File: config.mk
export PLATFORM = sky130hd
export DESIGN_NAME = cam_request_pipeline
export DESIGN_NICKNAME = d
export VERILOG_FILES = /design/src/rtl/cam_request_pipeline.sv
export SDC_FILE = /design/constraint.sdc
export NUM_CORES = 1
export LEC_CHECK = 0
export ABC_AREA = 1
export CORE_ASPECT_RATIO = 1.2
export CORE_MARGIN = 1
export CORE_UTILIZATION = 39
export DETAILED_ROUTE_END_ITERATION = 16
export PLACE_DENSITY = 0.77
export SETUP_SLACK_MARGIN = 0.5
export SYNTH_ARGS = -nofsm -noshare
export SYNTH_HDL_FRONTEND = slang
export SYNTH_SLANG_ARGS = --single-unit
File: constraint.sdc
create_clock -name clk -period 1.36 [get_ports clk]
set_input_delay 0.204 -clock clk [delete_from_list [all_inputs] [get_ports clk]]
set_output_delay 0.204 -clock clk [all_outputs]
set_load 0.02 [all_outputs]
File: src/rtl/cam_request_pipeline.sv
// cam_request_pipeline
//
// Two-stage request pipeline that sits in front of the CAM forwarder. It
// accepts lookup/insert/delete requests and issues table reads in the
// accept cycle. The forwarder-corrected lookup result is decoded in stage 1.
// Stage 1 drives the table write/delete port, and a registered status
// response is returned to the requester.
//
// Ports
//   clk, reset          clock, synchronous active-high reset
//   req_valid_i/ready_o request handshake
//   req_op_i            00 lookup, 01 insert, 10 delete, 11 reserved
//   req_key_i/data_i    request key and insert data
//   pipe_en_o           stage enable (table read enable, forwarder clk_en)
//   rd_key_o            table read address (combinational from req_key_i)
//   s1_key_o            stage-1 key, forwarder new_key_i
//   lkp_data_i/valid_i  forwarder-corrected result for s1_key_o
//   wr_key_o/data_o     table write key/data, also forwarder forward inputs
//   wr_write_o/del_o    insert/delete strobes
//   rsp_valid_o/ready_i response handshake
//   rsp_data_o          lookup data or old (overwritten/deleted) data
//   rsp_hit_o           key was present before the operation
//   rsp_status_o        00 OK, 01 UPDATED, 10 REJECTED, 11 NOT_FOUND
module cam_request_pipeline #(
  parameter int DATA_WIDTH      = 4,
  parameter int KEY_WIDTH       = 2,
  parameter bit ALLOW_OVERWRITE = 1'b1
) (
  input  logic                  clk,
  input  logic                  reset,
  input  logic                  req_valid_i,
  output logic                  req_ready_o,
  input  logic [1:0]            req_op_i,
  input  logic [KEY_WIDTH-1:0]  req_key_i,
  input  logic [DATA_WIDTH-1:0] req_data_i,
  output logic                  pipe_en_o,
  output logic [KEY_WIDTH-1:0]  rd_key_o,
  output logic [KEY_WIDTH-1:0]  s1_key_o,
  input  logic [DATA_WIDTH-1:0] lkp_data_i,
  input  logic                  lkp_valid_i,
  output logic [KEY_WIDTH-1:0]  wr_key_o,
  output logic [DATA_WIDTH-1:0] wr_data_o,
  output logic                  wr_write_o,
  output logic                  wr_del_o,
  output logic                  rsp_valid_o,
  input  logic                  rsp_ready_i,
  output logic [DATA_WIDTH-1:0] rsp_data_o,
  output logic                  rsp_hit_o,
  output logic [1:0]            rsp_status_o
);

  localparam logic [1:0] OP_LOOKUP = 2'b00;
  localparam logic [1:0] OP_INSERT = 2'b01;
  localparam logic [1:0] OP_DELETE = 2'b10;

  localparam logic [1:0] ST_OK        = 2'b00;
  localparam logic [1:0] ST_UPDATED   = 2'b01;
  localparam logic [1:0] ST_REJECTED  = 2'b10;
  localparam logic [1:0] ST_NOT_FOUND = 2'b11;

  logic                  accept;
  logic                  fire;

  logic                  s1_valid_q;
  logic [1:0]            s1_op_q;
  logic [KEY_WIDTH-1:0]  s1_key_q;
  logic [DATA_WIDTH-1:0] s1_data_q;

  logic                  wr_req_d;
  logic                  del_req_d;
  logic [DATA_WIDTH-1:0] rsp_data_d;
  logic                  rsp_hit_d;
  logic [1:0]            rsp_status_d;

  logic                  rsp_valid_q;
  logic [DATA_WIDTH-1:0] rsp_data_q;
  logic                  rsp_hit_q;
  logic [1:0]            rsp_status_q;

  // The whole pipe advances unless a response is stuck downstream.
  assign pipe_en_o   = !rsp_valid_q || rsp_ready_i;
  assign req_ready_o = pipe_en_o && !reset;
  assign accept      = req_valid_i && req_ready_o;
  assign rd_key_o    = req_key_i;

  // Accept -> S1 boundary
  always_ff @(posedge clk) begin
    if (reset) begin
      s1_valid_q <= 1'b0;
    end else if (pipe_en_o) begin
      s1_valid_q <= accept;
    end
  end

  always_ff @(posedge clk) begin
    if (pipe_en_o && accept) begin
      s1_op_q   <= req_op_i;
      s1_key_q  <= req_key_i;
      s1_data_q <= req_data_i;
    end
  end

  assign s1_key_o = s1_key_q;

  always_comb begin
    wr_req_d     = 1'b0;
    del_req_d    = 1'b0;
    rsp_data_d   = '0;
    rsp_hit_d    = lkp_valid_i;
    rsp_status_d = ST_REJECTED;
    case (s1_op_q)
      OP_LOOKUP: begin
        rsp_status_d = lkp_valid_i ? ST_OK : ST_NOT_FOUND;
        rsp_data_d   = lkp_valid_i ? lkp_data_i : '0;
      end
      OP_INSERT: begin
        if (!lkp_valid_i) begin
          wr_req_d     = 1'b1;
          rsp_status_d = ST_OK;
        end else if (ALLOW_OVERWRITE) begin
          wr_req_d     = 1'b1;
          rsp_status_d = ST_UPDATED;
          rsp_data_d   = lkp_data_i;
        end else begin
          rsp_status_d = ST_REJECTED;
          rsp_data_d   = lkp_data_i;
        end
      end
      OP_DELETE: begin
        if (lkp_valid_i) begin
          del_req_d    = 1'b1;
          rsp_status_d = ST_OK;
          rsp_data_d   = lkp_data_i;
        end else begin
          rsp_status_d = ST_NOT_FOUND;
        end
      end
      default: begin
        rsp_status_d = ST_REJECTED;
      end
    endcase
  end

  // Strobes only fire on a cycle the forwarder also registers (pipe_en_o),
  // so a stalled S1 entry writes exactly once.
  assign fire       = s1_valid_q && pipe_en_o && !reset;
  assign wr_write_o = fire && wr_req_d;
  assign wr_del_o   = fire && del_req_d;
  assign wr_key_o   = (wr_write_o || wr_del_o) ? s1_key_q : '0;
  assign wr_data_o  = wr_write_o ? s1_data_q : '0;

  // S1 -> response boundary
  always_ff @(posedge clk) begin
    if (reset) begin
      rsp_valid_q  <= 1'b0;
      rsp_data_q   <= '0;
      rsp_hit_q    <= 1'b0;
      rsp_status_q <= ST_OK;
    end else if (pipe_en_o && s1_valid_q) begin
      rsp_valid_q  <= 1'b1;
      rsp_data_q   <= rsp_data_d;
      rsp_hit_q    <= rsp_hit_d;
      rsp_status_q <= rsp_status_d;
    end else if (rsp_ready_i) begin
      rsp_valid_q  <= 1'b0;
    end
  end

  assign rsp_valid_o  = rsp_valid_q;
  assign rsp_data_o   = rsp_data_q;
  assign rsp_hit_o    = rsp_hit_q;
  assign rsp_status_o = rsp_status_q;

endmodule

==> flow_summary.yaml, run 1 <==
worst_hold_path:
  holdPathEnd: "s1_key_o[0]"
  min_path_cells: 1
  worstHoldPathType: "input port to register"
  hold_path.startpoint: "req_key_i[0]"
power_and_ir_drop:
  ir_drop_mv: 0.695
  p_clk_share_pct: 22.7
  intPower_uw: 850
  p_leak_uw: 0.000756
  seqPwrFrac_pct: 48.1
  p_comb_share_pct: 29.2
  swShare_pct: 29.5
  p_sw_uw: 355
  power.density_nw_per_um2: 702
detailed_routing:
  drt_iter0_drc: 11
  drc: 2
  wl_um: 2960
  drt-pass1-iter-count: 10
  wl_per_cell_um: 16.5
  num_vias: 891
  vias_per_cell: 4.98
  final_antenna_net_count: 0
setup_path:
  crit_required_ps: 1160
  r2r_start: "rsp_valid_o"
  crit_chain: "nor2_4, nand2_4, nor2_4, buf_6"
  cp-startpoint: "s1_op_q[1]"
  startpoint_type: "register"
  path_common_cell: "nor2_4"
  cpPeakStageDelay_ps: 480
  crit_path_end_kind: "output port"
  worstSetupPathType: "register to output port"
  critical_path_arrival_ps: 1380
  cp_max_fo: 5
  crit_slowest_cell: "edfxtp_1"
  rrSetupSlack_ps: 70
  r2r_cells: 9
  r2r_end: "rsp_status_o[1]"
synthesis:
  yosysSeqAreaShare_pct: 52.1
  yosys_warnings: 0
  yosys-top-cells-count: "nand2_1, inv_1, nor2_1"
  synthCells: 95
  syn_area_um2: 807
  synth_cell_type_count: 20
  synth_nets: 112
  syn_avg_cell_area_um2: 8.49
  ys_top_cells_by_area: "edfxtp_1, dfxtp_1, nand2_1"
  yosysMostFrequentCell: "nand2_1"
  async_flop_share_pct: 0
  ys_ff_latch: 17
  synth_edf_count: 8
  ys.flop_type: "dfxtp_1"
  yosys.area.top_type_share_pct: 29.8
  synth_area_leader_cell: "edfxtp_1"
cts:
  cts.path.max_buffers: 2
  tritoncts: "yes"
  cts_made_buffers: 3
  worstSkewPairLatency_ps: 290
  cts_root_buffer: "clkbuf_4"
  clkTransAtPathRegs_ps: 90
  cts_max_level: 1
  cts-hold-fix-buffers: 0
  cts_sinks: 17
sta:
  fin_skew_ps: 1.80
  fmax_ghz: 0.632
  slew_viol_final: 0
  min_period_ps: 1580
  hold_viol: 0
  setup-tns-final_ps: -1500
  grt_setup_unrepaired: "true"
  worst_slack_ps: -223
  fin_crit_sh_pct: 116
  setup_viol: 9
  tightest_slew_ps: 277
  max_slew_margin_pct: 81.6
floorplan:
  start_util_pct: 42.6
  die-area_um2: 2260
  ios: 39
  die_w_um: 43.5
  core_area_um2: 1890
  rows: 17
  die_y_um: 51.8
global_route:
  grt_pass1_vias: 892
  grt-ovfl-total: 0
  grt_max_degree: 10
  grt_pass1_wl_um: 4080
  antenna_found_initial: 0
  grt_use_total_pct: 26.2
cells_and_area:
  final_cell_area_um2: 1720
  instances_no_fill: 179
  area_growth_pct: 113
  drive_gt1_share_pct: 68.1
  diodes: 0
  nNetsFinal: 178
run_status:
  status: "finished with violations"
  violations: "design-rule violations, negative setup slack"
placement:
  post-dp-hpwl_um: 1380
  numPortBuffers: 38
  place_congestion: 0.810
  placed_cells: 160
  placed_area_um2: 1340
job:
  cap_violations: 0
==> critical path, delay by kind of cell (launching register included) <==
| kind | cells | cell delay (ps) |
|---|---|---|
| DFF | 1 | 480 |
| buffers and inverters | 1 | 120 |
| and+or+nand+nor | 3 | 480 |
==> metal layers <==
metal | global-route usage (%) | wire [µm]
met4 | 14.1 | 142
met3 | 3.82 | 137
met1 | 28.1 | 1110
met5 | 0 | 0
met2 | 48.5 | 1570
==> how the worst max path moves through the flow <==
stage	end	slack, ps	cells after the start
2_1_floorplan	s1_data_q[0]	180	5
3_3_place_gp	wr_key_o[0]	-640	8
3_5_place_dp	wr_data_o[1]	-660	8
4_1_cts	wr_data_o[0]	-170	4
5_1_grt	wr_data_o[0]	-290	4
6_report	wr_data_o[0]	-220	4
==> cells in the final DEF (no fill, tap or decap), drive strengths merged <==
| cell | count |
|---|---|
| nor2 | 18 |
| edfxtp | 8 |
| clkinv | 2 |
| clkdlybuf4s50 | 12 |
| o21ai | 2 |
| clkbuf | 4 |
| nand2 | 28 |
| inv | 15 |
| nand3 | 1 |
| dfxtp | 9 |
| a21oi | 7 |
| and2 | 1 |
| buf | 48 |
| or2 | 1 |
| dlygate4sd2 | 4 |
==> through the flow <==
step / total power, µW / worst slack [ps] / hold slack [ps] / utilization (%)
2_1_floorplan: 708 / 181 / 303 / -
3_3_place_gp: 822 / -638 / 452 / 70.7
3_5_place_dp: 825 / -658 / 459 / 70.7
4_1_cts: 1140 / -172 / 252 / 83.1
5_1_grt: 1250 / -293 / 240 / 90.7
6_report: 1200 / -223 / 250 / 90.7
==> registers in the layout, indices dropped and copies added (netlist names) <==
name          cells
rsp_valid_o       1
rsp_status_o      2
rsp_hit_o         1
s1_key_o          2
s1_data_q         4
rsp_data_o        4
s1_op_q           2
s1_valid_q        1
==> power by group through the flow <==
stage	clock network [µW]	logic [µW]	registers, µW
floorplan	0	105	603
global placement	0	238	584
detailed placement	0	240	585
CTS	270	292	578
global route	304	369	581
finish	274	352	579
==> repair_timing <==
action | CTS | global route
pin swaps | 24 | 17
gates resized for setup | 174 | 24
setup endpoints to repair | 38 | 37
setup buffers | 7 | 7
gates cloned | 1 | 0
==> area by class of cell <==
cell class / instances / area (µm²)
inverters: 17 / 87.6
fillers: 77 / 176
multi-input cells: 58 / 493
repair buffers: 64 / 651
flip-flops and latches: 17 / 435
well taps: 19 / 23.8
clock buffers: 4 / 26.3
==> logic make-up (layout without fill, tap and decap cells) <==
logic type             count (synthesis)  count (layout)  synth area share, %
and+or+nand+nor                       48              49                 28.7
buffers and inverters                 21              85                 12.7
AOI/OAI and AO/OA                      9               9                 6.51
DFF                                   17              17                 52.1
No activity file was read; power rests on OpenSTA's default activity.
==> inputs of run 2 (changes only) <==
--- a/config.mk
+++ b/config.mk
@@ -6,10 +6,12 @@
 export NUM_CORES = 1
 export LEC_CHECK = 0
 export ABC_AREA = 1
+export ABC_CLOCK_PERIOD_IN_PS = 1360
 export CORE_ASPECT_RATIO = 1.2
 export CORE_MARGIN = 1
 export CORE_UTILIZATION = 39
 export DETAILED_ROUTE_END_ITERATION = 16
+export GPL_ROUTABILITY_DRIVEN = 0
 export PLACE_DENSITY = 0.77
 export SETUP_SLACK_MARGIN = 0.5
 export SYNTH_ARGS = -nofsm -noshare
==> results of run 2 <==
The final DEF is identical to that of run 1; final timing and power are the same.
==> edit 1 (flow settings as in run 2) <==
The parameter `KEY_WIDTH` goes from 2 to 3.
--- a/src/rtl/cam_request_pipeline.sv
+++ b/src/rtl/cam_request_pipeline.sv
@@ -23,7 +23,7 @@
 //   rsp_status_o        00 OK, 01 UPDATED, 10 REJECTED, 11 NOT_FOUND
 module cam_request_pipeline #(
   parameter int DATA_WIDTH      = 4,
-  parameter int KEY_WIDTH       = 2,
+  parameter int KEY_WIDTH       = 3,
   parameter bit ALLOW_OVERWRITE = 1'b1
 ) (
   input  logic                  clk,
Interface: changed (resized rd_key_o, req_key_i, s1_key_o and wr_key_o); port bits go from 39 to 43. No check against the original RTL was run, so the function may have changed too.
==> edit 1 against run 2 <==
  * The flow finishes with violations (negative setup slack)
  * Clock power increased by 6%
  * Sequential cell count up 1
  * First-iteration DRC count is 73% higher
  * Wire length up 20%
  * Highest routed layer unchanged
  * Setup slack worse by 63 ps
  * Die area rose by 5.4%
  * Final area increased by 6.0%
  * Critical path depth increased by 2
  * Power rose by 6.8%
  * Area after synthesis rose by 5.6%
==> edit 1: results (changes against run 2) <==
stage	metric	value	unit	change
clocking	path_clk_slew	120	ps	+30 ps
pwr	leakage	0.804	nW	+6.4%
placed_design	preCtsSetupSlack	-680	ps	-22.7 ps
timing	finalSetupViolCount	15		+6
layout	n_fill_cell	80		+3.9%
outcome	violations	negative setup slack		
global_route	grt_max_degree	11		+1
layout	fin_nets	186		+4.5%
detailed_routing	dr.pass1.iters	4		-6
detailed_routing	routed_wl	3560	um	+20%
placed_design	dp.cells	178		+11%
synthesis	synth_edf_count	9		+1
synthesis	synth_sequential_area_ratio	52.9	%	+0.77 points
outcome	status	complete, but fails checks		
placed_design	dp_hpwl	1580	um	+14%
synthesis	yosys_most_used_dff	edfxtp_1		
timing	fin_ws	-286	ps	-62.7 ps
placed_design	io_buffer_count	42		+11%
setup_path	crit_fanout	3		-2
detailed_routing	viasPerCell	4.90		-1.5%
timing	fin_setup_tns	-2350	ps	-850 ps
global_route	grt_pass1_wl	3760	um	-7.9%
global_route	grt_usage	23.2	%	-3.0 points
synthesis	postSynthCellCount	99		+4.2%
pwr	swShare	31.1	%	+1.6 points
synthesis	synth_top_cells_by_area	edfxtp_1 (32%), dfxtp_1 (21%), nand2_1 (10%), nor2_2 (6.6%), inv_1 (5.7%)		
layout	final_layout_size_suffix_gt1_share	66.5	%	-1.7 points
timing	worst_clock_skew	11.2	ps	+9.42 ps
==> edit 1: cell types whose count changed after synthesis <==
cell / change
nor2_2: +3
o21ai_0: +1
edfxtp_1: +1
nor2_4: -1
nor2_1: -1
buf_4: +1
o21ai_1: -1
inv_1: +1
==> edit 1: cell families after synthesis <==
group	count (synthesis)	synth area share, %
flip-flops	18	52.9
AO/OA/AOI/OAI	9	6.17
buffers and inverters	23	13.4
AND/OR/NAND/NOR	49	27.6
==> edit 1: area by class of cell <==
cell class / count / area share [%]
Multi-Input combinational cell: 59 / 27.6
Clock buffer: 3 / 1.24
Tap cell: 30 / 2.06
Timing Repair Buffer: 67 / 38.1
Clock inverter: 1 / 0.206
Inverter: 18 / 4.74
Timing Repair inverter: 1 / 0.412
Sequential cell: 18 / 25.6
==> edit 1: power by group through the flow <==
stage	clock network (mW)	registers, mW	logic [mW]
floorplan	0	0.641	0.111
global placement	0	0.620	0.251
detailed placement	0	0.623	0.257
CTS	0.285	0.616	0.303
global route	0.314	0.619	0.392
finish	0.291	0.617	0.379
==> edit 1: path summary, 6_finish.rpt <==
| check | start | endpoint | slack [ps] | cells after the start |
|---|---|---|---|---|
| max | s1_op_q[0] | wr_key_o[1] | -290 | 6 |
| min | req_key_i[0] | s1_key_o[0] | 240 | 1 |
| max reg2reg | rsp_valid_o | s1_key_o[2] | -40 | 8 |
| min reg2reg | rsp_data_o[2] | rsp_data_o[2] | 480 | 2 |
==> edit 1: layer usage <==
metal / routed length, um / part of all wire [%] / vias up / track usage, %
met4: 168 / 4.7 / 0 / 14.1
met5: 0 / 0 / - / 0
met1: 1240 / 35 / 474 / 24.3
met3: 133 / 3.7 / 18 / 6.48
met2: 2010 / 57 / 37 / 40.4
li1: - / - / 437 / -
==> edit 1: timing repair <==
item                                    CTS  global route
pin swaps                                11            25
endpoints found under the setup margin   42            40
gates resized for setup                 181            36
setup buffers                             4             9
cloned                                    2             0
==> edit 1: worst max-delay path: stages (launching register included) <==
cell      delay, ps
edfxtp_1        440
inv_2           120
nand2_2          90
nor2_4          130
o21ai_4         110
nor2_4          120
buf_6           130
==> edit 1: stage by stage <==
stage | hold WS, ps | total power [mW] | cell area [um2]
floorplan | 303 | 0.752 | 932
global placement | 458 | 0.871 | 1440
detailed placement | 465 | 0.880 | 1440
CTS | 237 | 1.20 | 1620
global route | 240 | 1.32 | 1820
finish | 240 | 1.29 | 1820
==> edit 2 (settings of run 2) <==
Made on the original files. Register the input `req_key_i` before use, with the module's reset. The logic sees it one clock later. The other inputs are not delayed to match. Comments in the files are not updated.
--- a/src/rtl/cam_request_pipeline.sv
+++ b/src/rtl/cam_request_pipeline.sv
@@ -58,6 +58,16 @@
   localparam logic [1:0] ST_REJECTED  = 2'b10;
   localparam logic [1:0] ST_NOT_FOUND = 2'b11;
 
+  logic [KEY_WIDTH-1:0] req_key_q;
+
+  always_ff @(posedge clk) begin
+    if (reset) begin
+      req_key_q <= '0;
+    end else begin
+      req_key_q <= req_key_i;
+    end
+  end
+
   logic                  accept;
   logic                  fire;
 
@@ -81,7 +91,7 @@
   assign pipe_en_o   = !rsp_valid_q || rsp_ready_i;
   assign req_ready_o = pipe_en_o && !reset;
   assign accept      = req_valid_i && req_ready_o;
-  assign rd_key_o    = req_key_i;
+  assign rd_key_o    = req_key_q;
 
   // Accept -> S1 boundary
   always_ff @(posedge clk) begin
@@ -95,7 +105,7 @@
   always_ff @(posedge clk) begin
     if (pipe_en_o && accept) begin
       s1_op_q   <= req_op_i;
-      s1_key_q  <= req_key_i;
+      s1_key_q  <= req_key_q;
       s1_data_q <= req_data_i;
     end
   end
Check against the original RTL: not equivalent (Yosys sat finds a counterexample within 4 cycles, from zero or initial values and one cycle with reset high).
==> edit 2 against run 2 <==
  * The flow still finishes with violations (design-rule violations, negative setup slack)
  * Critical endpoint is now wr_key_o[1]
  * Sequential cell count up 2
  * Synthesized cell count up 4.2%
  * Die area up 0.44%
  * Power up 4.8%
  * Cell count up 2.8%
  * Highest routed layer unchanged
  * Final area down 1.6%
  * Wire length down 0.41%
  * Area after synthesis up 0.47%
  * Setup slack worse by 2.2 ps
  * Largest power group unchanged
==> edit 2: results (changes against run 2) <==
stage	metric	value	unit	change
outcome	status	complete, but fails checks		
outcome	violations	design-rule violations, negative setup slack		
setup_path	r2r_cells	8		-1
layout	fin_util	89.2	%	-1.5 points
detailed_routing	routed_wl	2950	um	-0.41%
synthesis	synth_seq_cells	19		+2
detailed_routing	route.met3.wl	122	um	-11%
timing	worst_clock_skew	1.70	ps	-0.0989 ps
timing	worst_hold_slack	329	ps	+79.3 ps
detailed_routing	viasPerCell	4.95		-0.53%
synthesis	synthTopCellsByCount	nand2_1 (23), inv_1 (18), nor2_1 (18), dfxtp_1 (11), edfxtp_1 (8)		
setup_path	r2r-end	rsp_data_o[1]		
timing	finalSetupViolCount	9		unchanged
timing	worstMarginPinSlew	199	ps	-77.2 ps
clocking	path_clk_slew	110	ps	+20 ps
synthesis	synth_sequential_area_ratio	56.8	%	+4.7 points
layout	n_fill_cell	85		+10%
synthesis	avgSynthCellArea	8.19	um2	-3.6%
detailed_routing	drc	1		-1
synthesis	synth_cell_types	18		-10%
detailed_routing	wl_met2	1660	um	+5.6%
global_route	grt_usage	19.9	%	-6.3 points
placed_design	preCtsSetupSlack	-651	ps	+7.23 ps
setup_path	worstSetupEndpoint	wr_key_o[1]		
layout	instances_no_fill	184		+2.8%
synthesis	synth_compound_area_share	6.02	%	-0.49 points
global_route	grt_pass1_wl	3280	um	-20%
detailed_routing	wl_met1	1090	um	-1.4%
timing	fin_setup_tns	-1420	ps	+80.6 ps
detailed_routing	first_iter_violations	25		+14
placed_design	dp.cells	166		+3.8%
setup_path	startpoint	s1_op_q[0]		
placed_design	dp_hpwl	1400	um	+1.1%
setup_path	crit_fanout	2		-3
timing	fin_ws	-225	ps	-2.23 ps
edit 2: cell count changes after synthesis, moves of 2 or more:
cell / run 2 / this run
nor2_1: 10 / 18
inv_1: 12 / 18
nor2_2: 6 / 1
inv_2: 4 / 1
buf_4: 2 / 0
dfxtp_1: 9 / 11
edit 2: worst min-delay path by stage:
stage,to,cells past startpoint
floorplan,s1_data_q[0],0
global placement,s1_key_o[0],0
detailed placement,s1_key_o[1],0
CTS,rd_key_o[0],3
global route,s1_valid_q,4
finish,s1_valid_q,4
edit 2: metal layers:
metal  vias up  track usage [%]
met2        43             39.1
met5         -                0
met4         0             7.81
met3         8             2.08
met1       430             20.9
li1        430                -
edit 2: what timing repair did:
item | in CTS | in global routing
endpoints found under the setup margin | 39 | 39
gates cloned | 1 | 0
pin swaps | 15 | 11
setup buffers | 5 | 8
hold buffers | 0 | 0
resized for setup | 161 | 39
edit 2: critical path, stage by stage (launching register included):
cell	delay (ps)
edfxtp_1	450
inv_2	120
nand2_2	70
nor2_4	140
o21ai_4	70
nor2_2	110
buf_6	130
edit 2: power breakdown:
group	switching (mW)	internal, mW	total, mW
Sequential	0.0206	0.625	0.645
Clock	0.171	0.114	0.285
Combinational	0.162	0.170	0.332
Total	0.353	0.909	1.26
edit 2: kinds of logic (layout without fill, tap and decap cells):
| group | after synthesis | in the layout |
|---|---|---|
| AOI/OAI and AO/OA | 9 | 9 |
| DFF | 19 | 19 |
| buffers and inverters | 21 | 86 |
| and+or+nand+nor | 50 | 51 |
edit 2: area by class of cell:
type	count	share of cell area [%]
Timing Repair Buffer	63	37.8
Sequential cell	19	28.2
Multi-Input combinational cell	60	26.1
Clock buffer	4	1.56
Tap cell	19	1.41
Inverter	19	4.96
